### src/rtl/cpu_run_ctrl.sv
// cpu_run_ctrl
//   Run controller for the CPU under test. After a start pulse it holds the CPU
//   in reset for a fixed number of cycles. It then enables the CPU until one of
//   three things happens: the program halts (the PC repeats), the cycle budget
//   runs out, or an abort arrives. It then freezes the CPU and reports how the
//   run ended and how many enabled cycles it took.
//
//   Optional feature macro: RUN_CTRL_STEP_EN
//     When defined, adds step_mode/step inputs. These allow single-stepping the
//     CPU one enabled cycle per step pulse.
//
// Ports
//   clk          in   system clock, rising edge
//   reset        in   asynchronous active-high reset
//   start        in   1-cycle pulse, begins a run from IDLE or DONE
//   abort        in   ends a run from RST or RUN with no flags set
//   step_mode    in   (RUN_CTRL_STEP_EN only) 1 = single-step in RUN
//   step         in   (RUN_CTRL_STEP_EN only) pulse granting one enabled cycle
//   pc           in   CPU program counter, sampled on enabled cycles
//   cpu_reset    out  reset to the CPU
//   cpu_en       out  clock-enable to the CPU
//   busy         out  high in RST or RUN
//   done         out  high in DONE
//   halted       out  last run ended on a PC self-loop
//   timeout      out  last run ended on budget exhaustion
//   cycle_count  out  enabled CPU cycles in the current/last run
module cpu_run_ctrl #(
  parameter int ADDR_W       = 64,
  parameter int RESET_CYCLES = 1,
  parameter int MAX_CYCLES   = 200,
  parameter int HALT_REPEAT  = 3,
  parameter int CNT_W        = 16
) (
  input  logic              clk,
  input  logic              reset,
  input  logic              start,
  input  logic              abort,
`ifdef RUN_CTRL_STEP_EN
  input  logic              step_mode,
  input  logic              step,
`endif
  input  logic [ADDR_W-1:0] pc,
  output logic              cpu_reset,
  output logic              cpu_en,
  output logic              busy,
  output logic              done,
  output logic              halted,
  output logic              timeout,
  output logic [CNT_W-1:0]  cycle_count
);

  // A reset length of 0 still needs one cycle of cpu_reset, and a halt needs
  // at least two identical samples to be a self-loop.
  localparam int RST_LEN  = (RESET_CYCLES < 1) ? 1 : RESET_CYCLES;
  localparam int RST_W    = (RST_LEN > 1) ? $clog2(RST_LEN) : 1;
  localparam int HALT_LEN = (HALT_REPEAT < 2) ? 2 : HALT_REPEAT;

  localparam logic [RST_W-1:0] RST_LAST  = RST_W'(RST_LEN - 1);
  localparam logic [CNT_W-1:0] MAX_CNT   = CNT_W'(MAX_CYCLES);
  localparam logic [CNT_W-1:0] SAME_LAST = CNT_W'(HALT_LEN - 1);

  typedef enum logic [1:0] {
    S_IDLE,
    S_RST,
    S_RUN,
    S_DONE
  } state_t;

  state_t state, state_next;

  logic [RST_W-1:0]  rst_cnt;
  logic [CNT_W-1:0]  same_cnt;
  logic [CNT_W-1:0]  same_next;
  logic [CNT_W-1:0]  count_next;
  logic [ADDR_W-1:0] pc_prev;
  logic              have_prev;
  logic              run_grant;
  logic              enabled;
  logic              halt_hit;
  logic              budget_hit;
  logic              start_run;

  // run_grant is registered so that cpu_en remains a pure function of
  // registered state, even in step mode.
`ifdef RUN_CTRL_STEP_EN
  logic step_ok;

  // In step mode, a step pulse grants exactly the following cycle. A pulse that
  // lands on a granted cycle is dropped. With step_mode low, every cycle is granted.
  always_ff @(posedge clk or posedge reset) begin
    if (reset) begin
      step_ok <= 1'b0;
    end else if (!step_mode) begin
      step_ok <= 1'b1;
    end else begin
      step_ok <= step && !step_ok;
    end
  end

  assign run_grant = step_ok;
`else
  assign run_grant = 1'b1;
`endif

  // Exit conditions are computed for the edge that ends the current enabled
  // cycle. A halt needs HALT_LEN identical samples, which is HALT_LEN-1
  // consecutive matches against the previous sample.
  always_comb begin
    enabled    = (state == S_RUN) && run_grant;
    count_next = cycle_count + CNT_W'(1);
    same_next  = (have_prev && (pc == pc_prev)) ? same_cnt + CNT_W'(1) : '0;
    halt_hit   = (same_next >= SAME_LAST);
    budget_hit = (count_next >= MAX_CNT);
    start_run  = start && ((state == S_IDLE) || (state == S_DONE));
  end

  always_ff @(posedge clk or posedge reset) begin
    if (reset) begin
      state <= S_IDLE;
    end else begin
      state <= state_next;
    end
  end

  // Next-state logic and Moore output decode.
  always_comb begin
    state_next = state;
    cpu_reset  = 1'b0;
    cpu_en     = 1'b0;
    busy       = 1'b0;
    done       = 1'b0;
    case (state)
      S_IDLE: begin
        cpu_reset = 1'b1;
        if (start) state_next = S_RST;
      end
      S_RST: begin
        cpu_reset = 1'b1;
        busy      = 1'b1;
        if (abort) begin
          state_next = S_DONE;
        end else if (rst_cnt == RST_LAST) begin
          state_next = S_RUN;
        end
      end
      S_RUN: begin
        cpu_en = run_grant;
        busy   = 1'b1;
        if (abort) begin
          state_next = S_DONE;
        end else if (enabled && (halt_hit || budget_hit)) begin
          state_next = S_DONE;
        end
      end
      S_DONE: begin
        done = 1'b1;
        if (start) state_next = S_RST;
      end
      default: state_next = S_IDLE;
    endcase
  end

  // Run bookkeeping. Counters and the halt compare advance only on enabled
  // cycles. The flags are written on every enabled cycle, but they can only
  // become set on the exit edge. An abort on that edge suppresses both flags.
  always_ff @(posedge clk or posedge reset) begin
    if (reset) begin
      rst_cnt     <= '0;
      cycle_count <= '0;
      same_cnt    <= '0;
      pc_prev     <= '0;
      have_prev   <= 1'b0;
      halted      <= 1'b0;
      timeout     <= 1'b0;
    end else if (start_run) begin
      rst_cnt     <= '0;
      cycle_count <= '0;
      same_cnt    <= '0;
      pc_prev     <= '0;
      have_prev   <= 1'b0;
      halted      <= 1'b0;
      timeout     <= 1'b0;
    end else if (state == S_RST) begin
      rst_cnt <= rst_cnt + RST_W'(1);
    end else if (enabled) begin
      cycle_count <= count_next;
      pc_prev     <= pc;
      have_prev   <= 1'b1;
      same_cnt    <= same_next;
      if (!abort) begin
        halted  <= halt_hit;
        timeout <= budget_hit && !halt_hit;
      end
    end
  end

endmodule

### config.mk
export PLATFORM = sky130hd
export DESIGN_NAME = cpu_run_ctrl
export DESIGN_NICKNAME = d
export VERILOG_FILES = /design/src/rtl/cpu_run_ctrl.sv
export SDC_FILE = /design/constraint.sdc
export NUM_CORES = 1
export LEC_CHECK = 0
export CAP_MARGIN = 20
export CORE_MARGIN = 2
export CORE_UTILIZATION = 59
export DETAILED_ROUTE_END_ITERATION = 10
export PLACE_DENSITY = 0.94
export SYNTH_ARGS = -nofsm -noshare
export SYNTH_HDL_FRONTEND = slang
export SYNTH_SLANG_ARGS = --single-unit
### constraint.sdc
create_clock -name clk -period 5.8 [get_ports clk]
set_clock_uncertainty 0.05 [all_clocks]
set_input_delay 0.58 -clock clk [delete_from_list [all_inputs] [get_ports clk]]
set_output_delay 0.58 -clock clk [all_outputs]
set_load 0.01 [all_outputs]
==> summary.md <==
| Metric | Value |
|---|---|
| Die W | 103 um |
| Cells after Synth | 680 |
| Crit path kind | primary input to register |
| Post-CTS resize count | 0 |
| Met2 WL post-DR | 6820 um |
| Finished Cell Area | 0.00692 mm2 |
| Post-synthesis cell area | 0.00580 mm2 |
| TritonCTS clock tree | yes |
| Routed wire length on met3 | 781 um |
| Sum Neg Setup Slack | 0 ns |
| Hold path cells | 2 |
| Crit path depth | 9 |
| Reg2Reg Depth | 7 |
| Status | finished, final reports clean |
| Fmax | 0.281 GHz |
| Top routing layer in use | met4 |
| Row cnt | 36 |
| CP max FO | 19 |
| Max-cap violations | 0 |
| Post-CTS setup buffers | 0 |
| Crit-path slowest cell | nor2_2 |
| Router iterations before antenna repair | 5 |
| Relative slew slack | 29.7% |
| Async S/R FF share, synth | 100% |
| Total Die Area | 0.0106 mm2 |
| WP data arrival | 3.78 ns |
| DR iter-0 viols | 459 |
| Core area | 0.00964 mm2 |
| Clk root buf | clkbuf_8 |
| N_diodes | 0 |
| Detail Route Antenna Nets | 0 |
| CTS sink cnt | 102 |
| CTS clk-pin slew, worst paths | 0.09 ns |
| Syn_nets | 756 |
| Quantity of hold-fixing buffers added after cts | 0 |
| Worst VDD drop | 0.244 mV |
| Routed vias/inst | 5.86 |
| Register area share after synthesis | 44.0% |
| Clock latency on the worst-skew pair | 0.37 ns |
| Hold Path Class | register to register |
| Wl on met1 | 5820 um |
| Clock buffer count from CTS | 9 |
| Remaining DRCs | 0 |
| RSZ-0062 raised after global routing | false |
| DP HPWL | 9570 um |
| First-pass GRT wire length | 22,800 um |
| Total number of vias | 5,152 |
| Vias in the first global route | 4,923 |
| Leakage | 2.93 nW |
| Post-route setup slack | 2.24 ns |
| Yosys Warn Count | 0 |
| Pwr/cell area | 402 mW/mm2 |
| H-tree levels | 3 |
| CP Cell Sequence | clkdlybuf4s50_1 > xnor2_1 > o221ai_1 > or4_1 > nor4_1 > nand3_1 > nor2_2 > a21oi_1 > o21ai_0 |
| Share of layout cells above drive strength 1 | 5.09% |
| CP Capture Type | register |
| Cell taking the most area after synthesis | dfrtp_1 |
| Tmin final | 3.56 ns |
| Post-synthesis register bit count | 102 |
| Worst slew pin tran | 1.05 ns |
| Fin util | 71.8% |
| Final Slew Violations | 0 |
| Filler cells | 727 |
| Pin count of the biggest net entering global routing | 124 |
| Syn avg cell area | 8.53 um2 |
| DR WL/cell | 15.5 um |
| Sequential cell area | 0.00255 mm2 |
| WP data required | 6.03 ns |
| Overall Global Routing Usage | 27.0% |
| Synth area leaders | dfrtp_1 (44%), nand2_1 (9.3%), o21ai_0 (8.3%) |
| Multi-input logic area | 0.00294 mm2 |
| Pre-CTS setup slack | 1.96 ns |
| Die H | 103 um |
| Ports | 90 |
| Final Routed Wirelength | 13,600 um |
| Starting Density | 60.2% |
| Placed inst area | 0.00670 mm2 |
| Gr ovfl total | 0 |
| Buf/Inv on CP | 1 |
| Initial antenna violation count | 0 |
| Post-synth top area share | 44.0% |
| Number of flops mapped to enable cells by yosys | 0 |
| CP peak stage delay | 0.71 ns |
| CTS max path bufs | 2 |
| CP startpoint kind | primary input |
| CP top delay family | simple AND/OR/NAND/NOR gates |
| Fin crit share | 61.3% |
| Synth cell types | 66 |
| Fin. Hold Viols | 0 |
| Finish-stage setup viols | 0 |
| RePlAce Congestion | 0.955 |
| Top_reg_cell synth | dfrtp_1 |
| Port buffer count | 89 |
| Layout Nets | 817 |
| Area grow syn2layout | 19.3% |
## cells by family (layout without fill, tap and decap cells)
| kind of cell | Yosys count | after routing | synth area share [%] |
|---|---|---|---|
| AND/OR/NAND/NOR | 272 | 272 | 22.7 |
| AO/OA/AOI/OAI | 167 | 167 | 17.1 |
| flip-flops | 102 | 102 | 44.0 |
| buffers and inverters | 74 | 140 | 5.59 |
| XOR/XNOR | 53 | 53 | 8.01 |
| adder cells (fa/ha/maj) | 8 | 8 | 1.73 |
| multiplexers | 4 | 4 | 0.798 |
## area by class of cell
type	instances	share of cell area, %
flip-flops and latches	102	36.9
multi-input cells	504	42.5
inverters	31	1.72
repair buffers	93	13.3
clock buffers	10	1.99
clock inverters	6	1.21
well taps	133	2.41
## cell usage after synthesis, types with 2 or more instances
cell,count
nand2_1,144
dfrtp_1,102
o21ai_0,96
xnor2_1,51
inv_1,31
clkbuf_1,28
nor2_1,28
nand3_1,24
nand4_1,22
o31ai_1,16
a21oi_1,9
a31oi_1,9
o22ai_1,9
ha_1,8
nand2b_1,7
nor3_1,7
nor4_1,6
and3_1,5
buf_1,5
nor2b_1,5
buf_2,4
o21ai_1,4
or4_1,4
and4_1,3
buf_4,3
a22o_1,2
a22oi_1,2
buf_6,2
mux2i_1,2
nand4_4,2
o2111ai_1,2
o2bb2ai_1,2
or3_1,2
xor2_1,2
## flip-flops by register name (all words and copies together), names as in the netlist
signal,flops
pc_prev,64
cycle_count,16
same_cnt,16
state,2
halted,1
have_prev,1
rst_cnt,1
timeout,1
## metrics by stage
| stage | instances | hold slack [ns] | total power, mW |
|---|---|---|---|
| 2_1_floorplan | 680 | 0.391 | 1.94 |
| 3_3_place_gp | 863 | 0.411 | 2.21 |
| 3_5_place_dp | 863 | 0.421 | 2.28 |
| 4_1_cts | 879 | 0.444 | 2.79 |
| 5_1_grt | 879 | 0.470 | 2.99 |
| 6_report | 879 | 0.435 | 2.78 |
## layout by cell type (no fill, tap or decap), drive strengths merged, types with 3 or more instances in the layout
master	count
inv	32
nand3	24
nor2b	5
dfrtp	102
nand2	144
nor3	7
and4	3
nor4	8
a31oi	9
nand2b	7
o22ai	9
o31ai	16
clkbuf	10
clkinv	3
buf	4
a21oi	10
and3	6
clkdlybuf4s50	89
ha	8
or4	5
nor2	30
o21ai	100
xnor2	51
nand4	24
## tightest hold or removal path: cells and delay by family, from the launching register on
kind,cells,cell delay (ns)
compound gates,1,0.06
flops,1,0.35
simple gates,1,0.04
## power breakdown
part	switching, mW	internal (mW)
registers	0.204	0.943
clock network	0.251	0.255
logic	0.654	0.476
total	1.11	1.67
## metal layers
| layer | vias up | track usage (%) |
|---|---|---|
| met2 | 184 | 45.5 |
| li1 | 2473 | - |
| met4 | 0 | 8.10 |
| met5 | - | 0 |
| met3 | 27 | 4.81 |
| met1 | 2468 | 35.9 |
## worst paths after layout
path,startpoint,slack [ns],end
min in group asynchronous,reset,0.50,pc_prev[48]
hold / removal,pc_prev[28],0.44,pc_prev[28]
hold reg to reg,pc_prev[28],0.44,pc_prev[28]
max in group asynchronous,reset,3.96,same_cnt[14]
setup / recovery,pc[30],2.24,same_cnt[12]
setup reg to reg,state[0],2.46,same_cnt[13]
Power figures use the tool's default switching activity.
